`config.mk`:
```
export PLATFORM = sky130hd
export DESIGN_NAME = register_bank_mp
export DESIGN_NICKNAME = d
export VERILOG_FILES = /design/src/rtl/register_bank_mp.sv
export SDC_FILE = /design/constraint.sdc
export NUM_CORES = 2
export LEC_CHECK = 0
export ABC_AREA = 0
export BUFFER_PORTS_ARGS = -buffer_cell sky130_fd_sc_hd__buf_2
export CORE_MARGIN = 3
export CORE_UTILIZATION = 35
export CTS_CLUSTER_DIAMETER = 50
export DETAILED_ROUTE_END_ITERATION = 16
export SETUP_SLACK_MARGIN = 0.1
export SYNTH_ARGS = -nofsm -noshare
export SYNTH_HDL_FRONTEND = slang
export SYNTH_SLANG_ARGS = --single-unit
```
`constraint.sdc`:
```
create_clock -name clk -period 3.5 [get_ports clk]
set_input_delay 0 -clock clk [delete_from_list [all_inputs] [get_ports clk]]
set_output_delay 0 -clock clk [all_outputs]
set_load 0.03 [all_outputs]
```
`src/rtl/register_bank_mp.sv`:
```
// register_bank_mp
// Multi-read-port register bank for the RISC datapath. Decode reads operands
// and marks destination registers busy; writeback writes results and clears
// the busy mark. Reads are combinational with optional write-through bypass.
//
// Parameters:
//   DATA_W   register width
//   ADDR_W   address width, depth = 2**ADDR_W
//   NUM_RD   number of read ports (1..4)
//   ZERO_REG 1 = register 0 is hardwired to zero and never busy
//   BYPASS   1 = a read of the register being written returns the write data
//
// Ports:
//   clk            rising-edge clock
//   rst            asynchronous active-low reset (clears data and busy bits)
//   regWriteEnable write strobe
//   regWriteAddr   write address
//   regWriteData   write data
//   busySet        mark busyAddr as having an outstanding write
//   busyAddr       register to mark busy
//   regAddr        packed read addresses, port k at [k*ADDR_W +: ADDR_W]
//   regReadData    packed read data, port k at [k*DATA_W +: DATA_W]
//   regBusy        busy flag of each port's addressed register
//   anyBusy        OR of all busy bits
module register_bank_mp #(
  parameter int DATA_W   = 32,
  parameter int ADDR_W   = 5,
  parameter int NUM_RD   = 2,
  parameter int ZERO_REG = 1,
  parameter int BYPASS   = 1
) (
  input  logic                     clk,
  input  logic                     rst,
  input  logic                     regWriteEnable,
  input  logic [ADDR_W-1:0]        regWriteAddr,
  input  logic [DATA_W-1:0]        regWriteData,
  input  logic                     busySet,
  input  logic [ADDR_W-1:0]        busyAddr,
  input  logic [NUM_RD*ADDR_W-1:0] regAddr,
  output logic [NUM_RD*DATA_W-1:0] regReadData,
  output logic [NUM_RD-1:0]        regBusy,
  output logic                     anyBusy
);

  localparam int DEPTH = 1 << ADDR_W;

  logic [DATA_W-1:0] mem_q [DEPTH];
  logic [DATA_W-1:0] mem_d [DEPTH];
  logic [DEPTH-1:0]  busy_q;
  logic [DEPTH-1:0]  busy_d;
  logic              wr_en;
  logic              bs_en;

  // Qualify write and busy-set strobes: register 0 swallows both when hardwired.
  always_comb begin
    if ((ZERO_REG != 0) && (regWriteAddr == '0)) begin
      wr_en = 1'b0;
    end else begin
      wr_en = regWriteEnable;
    end
    if ((ZERO_REG != 0) && (busyAddr == '0)) begin
      bs_en = 1'b0;
    end else begin
      bs_en = busySet;
    end
  end

  // Next-state for data and scoreboard. busySet is applied after the write's
  // clear so that a new producer issued on the same edge keeps the register busy.
  always_comb begin
    mem_d  = mem_q;
    busy_d = busy_q;
    if (wr_en) begin
      mem_d[regWriteAddr]  = regWriteData;
      busy_d[regWriteAddr] = 1'b0;
    end else begin
      busy_d = busy_q;
    end
    if (bs_en) begin
      busy_d[busyAddr] = 1'b1;
    end else begin
      busy_d = busy_d;
    end
  end

  // State registers with asynchronous clear of every register and busy bit.
  always_ff @(posedge clk or negedge rst) begin
    if (!rst) begin
      for (int i = 0; i < DEPTH; i++) begin
        mem_q[i] <= '0;
      end
      busy_q <= '0;
    end else begin
      mem_q  <= mem_d;
      busy_q <= busy_d;
    end
  end

  for (genvar k = 0; k < NUM_RD; k++) begin : g_rd
    logic [ADDR_W-1:0] rd_addr;
    logic              bypass_hit;
    logic [DATA_W-1:0] rd_data;
    logic              rd_busy;

    assign rd_addr = regAddr[k*ADDR_W +: ADDR_W];

    // wr_en already excludes register 0; a same-cycle busySet on the address
    // means a newer producer exists, so the write data is not forwarded.
    assign bypass_hit = (BYPASS != 0) && wr_en && (regWriteAddr == rd_addr) &&
                        !(bs_en && (busyAddr == rd_addr));

    // Read mux: forced zero in reset, then bypass, then stored contents.
    always_comb begin
      if (!rst) begin
        rd_data = '0;
        rd_busy = 1'b0;
      end else if (bypass_hit) begin
        rd_data = regWriteData;
        rd_busy = 1'b0;
      end else begin
        rd_data = mem_q[rd_addr];
        rd_busy = busy_q[rd_addr];
      end
    end

    assign regReadData[k*DATA_W +: DATA_W] = rd_data;
    assign regBusy[k]                      = rd_busy;
  end

  // Bypass masking deliberately not applied here: decode sees the raw scoreboard.
  assign anyBusy = |busy_q;

endmodule

```
==> After elaboration in Yosys (flattened, before gate mapping) <==
Index checks and enable logic that the tools add are counted.
W data, S select, Z words.
{ "word_totals": {"input_bits": 56, "output_inout_bits": 67, "regBits": 1056} }
{ "classes": {"bitwise_logic": 6, "muxes": 29, "reduce_logical": 14, "n_eq_ne": 4, "n_lt_le_gt_ge": 10} }
{ "op_table": {"columns": ["operator", "count"], "rows": [
  ["$bwmux W1024", 1],
  ["$mux W32", 11],
  ["$bmux W32 S5", 2],
  ["$demux W32 S5", 1],
  ["$and A32 B32 Y32", 1],
  ["$not A32 Y32", 1],
  ["$or A32 B32 Y32", 1],
  ["$reduce_or A32 Y1", 1],
  ["$lt A5 B6 Y1 const B", 4],
  ["$eq A5 B5 Y1", 4],
  ["$ge A6 B6 Y1 const B", 3],
  ["$not A5 Y6", 3],
  ["$bmux W1 S5", 2],
  ["$demux W1 S5", 2],
  ["$ge A5 B1 Y1 const B", 2],
  ["$logic_not A5 Y1", 2],
  ["$mux W1", 10],
  ["$logic_and A1 B1 Y1", 9],
  ["$lt A6 B1 Y1 const B", 1],
  ["$logic_not A1 Y1", 2]
]} }

==> Logic depth before layout (Yosys ltp) <==
{ "depth": {"word_depth": 9, "mapped_depth": 10, "mapped_depth_nobuf": 5} }

==> Least setup slack after synthesis <==
Ideal clock, no wire load.
{ "synth_timing": {"path_kind": "input -> output", "from": "in regAddr[5]", "to": "out regReadData[46]", "stages": 9, "arrival_ns": 1.915, "n_path_buf": 4, "path_slack_ns": 1.585, "cell_sequence": "buf_4 > buf_8 > xor2_1 > nor3_1 > nand4_1 > or2_2 > clkbuf_1 > clkbuf_1 > a31oi_1"} }
{ "synth_between": {"elab_chain_len": 6, "word_cells_on_any_way": 12, "classes_between": "eq/ne: 2; mux: 5; bitwise: 1; reduce/logical: 4"} }
{ "synth_rtl": {"columns": ["element", "line", "source"], "rows": [
  ["from (decl)", "39", "input logic [NUM_RD*ADDR_W-1:0] regAddr,"],
  ["$not A5 Y6 (implied by the code) or $eq A5 B5 Y1 (tied branches)", "121, 110", null],
  ["$bmux W32 S5 or $logic_and A1 B1 Y1 (tied branches)", "121, 110", null],
  ["$mux W32 (implied by the code) or $logic_not A1 Y1 (tied branches)", "121, 110", null],
  ["$mux W32 (implied by the code) or $logic_and A1 B1 Y1 (tied branches)", "121, 109", null],
  ["$mux W32 *", "117", "end else if (bypass_hit) begin"],
  ["$mux W32 *", "114", "if (!rst) begin"],
  ["to (decl)", "40", "output logic [NUM_RD*DATA_W-1:0] regReadData,"]
]} }
Mark *: on every way between the ends. The rest lies on a longest branch, timed or not. The select of a mux whose other input is x is not followed.

==> Worst setup path in the final report <==
{ "layout_timing": {"from": "in busyAddr[1]", "to": "out regReadData[49]"} }
{ "layout_between": {"elab_chain_len": 7, "word_cells_on_any_way": 8, "classes_between": "eq/ne: 1; mux: 3; reduce/logical: 4"} }
{ "layout_rtl": {"columns": ["element", "line", "source"], "rows": [
  ["from (decl)", "38", "input logic [ADDR_W-1:0] busyAddr,"],
  ["$logic_not A5 Y1", "61", "if ((ZERO_REG != 0) && (busyAddr == '0)) begin"],
  ["$mux W1", "61", null],
  ["$logic_and A1 B1 Y1 *", "110", "!(bs_en && (busyAddr == rd_addr));"],
  ["$logic_not A1 Y1 *", "110", null],
  ["$logic_and A1 B1 Y1 *", "109", "assign bypass_hit = (BYPASS != 0) && wr_en && (regWriteAddr == rd_addr) &&"],
  ["$mux W32 *", "117", null],
  ["$mux W32 *", "114", null]
]} }
Mark *: on every way between the ends. The rest lies on a longest branch, timed or not.

==> flow_summary.json <==
{
  "status": "finished, final reports clean",
  "irDropWorstVdd_mv": 0.450,
  "tns_ps": 0,
  "design.core.area_sq_mm": 0.163,
  "whs_path_depth": 3,
  "root_buffer": "clkbuf_16",
  "nets": 4155,
  "die-area_sq_mm": 0.170,
  "final.fill_count": 15200,
  "regToRegSetupSlack_ps": 2190,
  "cp_common_cell": "buf_2",
  "rsz0062_at_grt": "false",
  "worstSetupPathType": "in2out",
  "fp.dieW_um": 412,
  "grt_antenna_before_repair": 8,
  "postRouteAntennaNets": 0,
  "setup_viol": 0,
  "cp.arrival_ps": 3310,
  "groute.usage.overall": 0.235,
  "clock_latency_ps": 730,
  "clock_path_buffers": 3,
  "synth_area_leaders": "dfrtp_1 46%, mux2_2 25%, mux4_2 14%, o22ai_1 2.0%, mux2i_1 1.9%",
  "rr_startpoint": "busy_q[14]$_DFF_PN0_",
  "cp-end-kind": "output port",
  "period_needed_ps": 3310,
  "leakage_nw": 28.1,
  "drv_slew": 0,
  "cp.depth": 9,
  "wl_met3_um": 14800,
  "power.density_mw_per_mm2": 569,
  "start_util": 0.354,
  "seq_area_sq_mm": 0.0264,
  "hold_viol": 0,
  "finalCritPeriodShare": 0.944,
  "crit_slowest_cell": "or2_2",
  "cp_top_family": "buffers and inverters",
  "dr.max_layer_used": "met5",
  "synth-main-ff-cell": "dfrtp_1",
  "rows": 148,
  "clock_skew_ps": 0,
  "clk_pin_slew_ps": 60,
  "drc": 0,
  "viasPerCell": 6.18,
  "routabilityCongestion": 0.843,
  "hold_path_end": "mem_q[53]$_DFFE_PN0P_",
  "syn_avg_cell_area_sq_um": 14.1,
  "die_h_um": 412,
  "grt_pass1_wl_um": 293000,
  "routed_wl_um": 201000,
  "crit_buf_inv": 4,
  "multi_input_area_sq_mm": 0.0294,
  "grt_max_degree": 116,
  "cp.required_ps": 3500,
  "cts_made_buffers": 118,
  "ys_types": 63,
  "tightest_slew_ps": 1120,
  "drt_first_iter_violations": 3384,
  "fin_hold_ws_ps": 88.5,
  "path_cells": "dlygate4sd3_1 > buf_2 > or2_1 > o41ai_2 > nor4_4 > or2_2 > buf_4 > a31oi_1 > buf_2",
  "postPlaceCellArea_sq_mm": 0.0611,
  "cts_max_level": 3,
  "drive_gt1_frac": 0.531,
  "synth_top_area_cell": "dfrtp_1",
  "routedWlPerCell_um": 31.6,
  "p_total_w": 0.0375,
  "yosysSeqAreaShare": 0.458,
  "min_from": "regWriteData[21]",
  "grt_overflow": 0,
  "maxCapViolations": 0,
  "hpwl_um": 124000,
  "route.met2.wl_um": 94500,
  "grt_pass1_vias": 39900,
  "io_pins": 123,
  "r2r_cells": 3,
  "syn-instance-count": 4104,
  "synth_top_area_share": 0.458,
  "slew_headroom": 0.251,
  "slowest_delay_ps": 570,
  "worst-path-max-fanout": 19,
  "cts_tree": "yes",
  "hp-class": "in2reg",
  "vias": 39400,
  "timing.rr.end": "busy_q[14]$_DFF_PN0_",
  "fmax_ghz": 0.303,
  "fin_area_sq_mm": 0.0658,
  "ys_warn_count": 0,
  "synth_area_sq_mm": 0.0578,
  "critPathLaunchType": "input port",
  "clkSinkCount": 1056,
  "ys_async_sr_fraction": 1.00,
  "area_growth_pct": 13.9,
  "synth_seq_cells": 1056,
  "io_buffers": 122,
  "post-route-util": 0.403,
  "drt_pre_antenna_iters": 5,
  "wl_met1_um": 81200,
  "synth_nets": 4160,
  "synth_edf_count": 0
}
==> cell type report <==
cell class | count | area share
Timing Repair Buffer | 350 | 0.0470
Clock buffer | 167 | 0.0529
Sequential cell | 1056 | 0.402
Clock inverter | 52 | 0.0102
Multi-Input combinational cell | 2568 | 0.447
Antenna cell | 3 | 0.000114
Inverter | 5 | 0.000304
Tap cell | 2175 | 0.0414
==> worst register-to-register path, delay by kind of cell (launching register included) <==
kind            cells  cell delay, ps
compound gates      2             200
buf+inv             1             550
flops               1             450
==> layout by cell type (no fill, tap or decap), types with 50 or more instances in the layout <==
cell / count
a22oi_1: 66
buf_2: 115
buf_4: 132
clkbuf_16: 119
dfrtp_1: 1056
dlygate4sd3_1: 50
mux2_2: 1270
mux2i_1: 110
mux4_2: 350
nand2_1: 52
o21ai_0: 51
o22ai_1: 187
==> worst max-delay path by stage <==
stage           startpoint               to  slack (ps)
2_1_floorplan   regAddr[5]  regReadData[46]        1590
3_3_place_gp    regAddr[5]  regReadData[34]         650
3_5_place_dp    regAddr[9]  regReadData[61]         600
4_1_cts        busyAddr[1]  regReadData[53]         200
5_1_grt        busyAddr[1]  regReadData[49]         130
6_report       busyAddr[1]  regReadData[49]         190
==> logic make-up after synthesis <==
kind of cell / Yosys count / share of synthesized area
AO/OA/AOI/OAI: 520 / 0.0661
XOR/XNOR: 20 / 0.00303
buffers and inverters: 480 / 0.0372
flip-flops: 1056 / 0.458
multiplexers: 1765 / 0.411
AND/OR/NAND/NOR: 263 / 0.0255
==> where the power goes <==
part           switching (W)  leakage [nW]  internal (W)  total, W
logic                0.00347          12.5       0.00447   0.00794
registers            0.00174          13.5        0.0145    0.0163
clock network        0.00544          2.04       0.00781    0.0133
==> cell usage after synthesis, drive strengths merged (4+ instances only) <==
cell and count:
mux2 1303, nand2b 11, a41oi 9, a21oi 7, nand3b 4, o22ai 187, nand4b 6, or3 40
a22oi 66, or2 10, nor2b 9, clkbuf 240, o21ai 51, inv 5, a2bb2oi 9, o31ai 30
o211ai 31, xnor2 11, nor3 34, nand3 5, nor4 10, a31oi 29, nand2 72, buf 235
and2 4, nand4 5, nor2 20, xor2 9, a2111oi 20, a32o 23, mux2i 110, a22o 11
nor3b 24, mux4 352, and3 5, a221oi 8, o221a 34, dfrtp 1056
==> state kept, by name (all words and copies together), names as in the netlist <==
register / flops
mem_q: 1024
busy_q: 32
==> metrics by stage <==
stage / worst slack, ps / instances
6_report: 195 / 6376
5_1_grt: 131 / 6373
4_1_cts: 201 / 6373
3_5_place_dp: 598 / 6103
3_3_place_gp: 650 / 6103
2_1_floorplan: 1590 / 4104
==> layer usage <==
| layer | vias to the layer above | track usage |
|---|---|---|
| met5 | - | 0 |
| met4 | 8 | 0.115 |
| met3 | 464 | 0.0428 |
| met2 | 1844 | 0.376 |
| met1 | 21200 | 0.306 |
| li1 | 15900 | - |
==> timing repair <==
item                                     CTS  global route
resized for setup                          0             2
hold buffers                              51             0
endpoints found under the hold margin   1628             0
buffers inserted                           0             0
endpoints found under the setup margin     0             2
No activity file was read; power rests on OpenSTA's default activity.
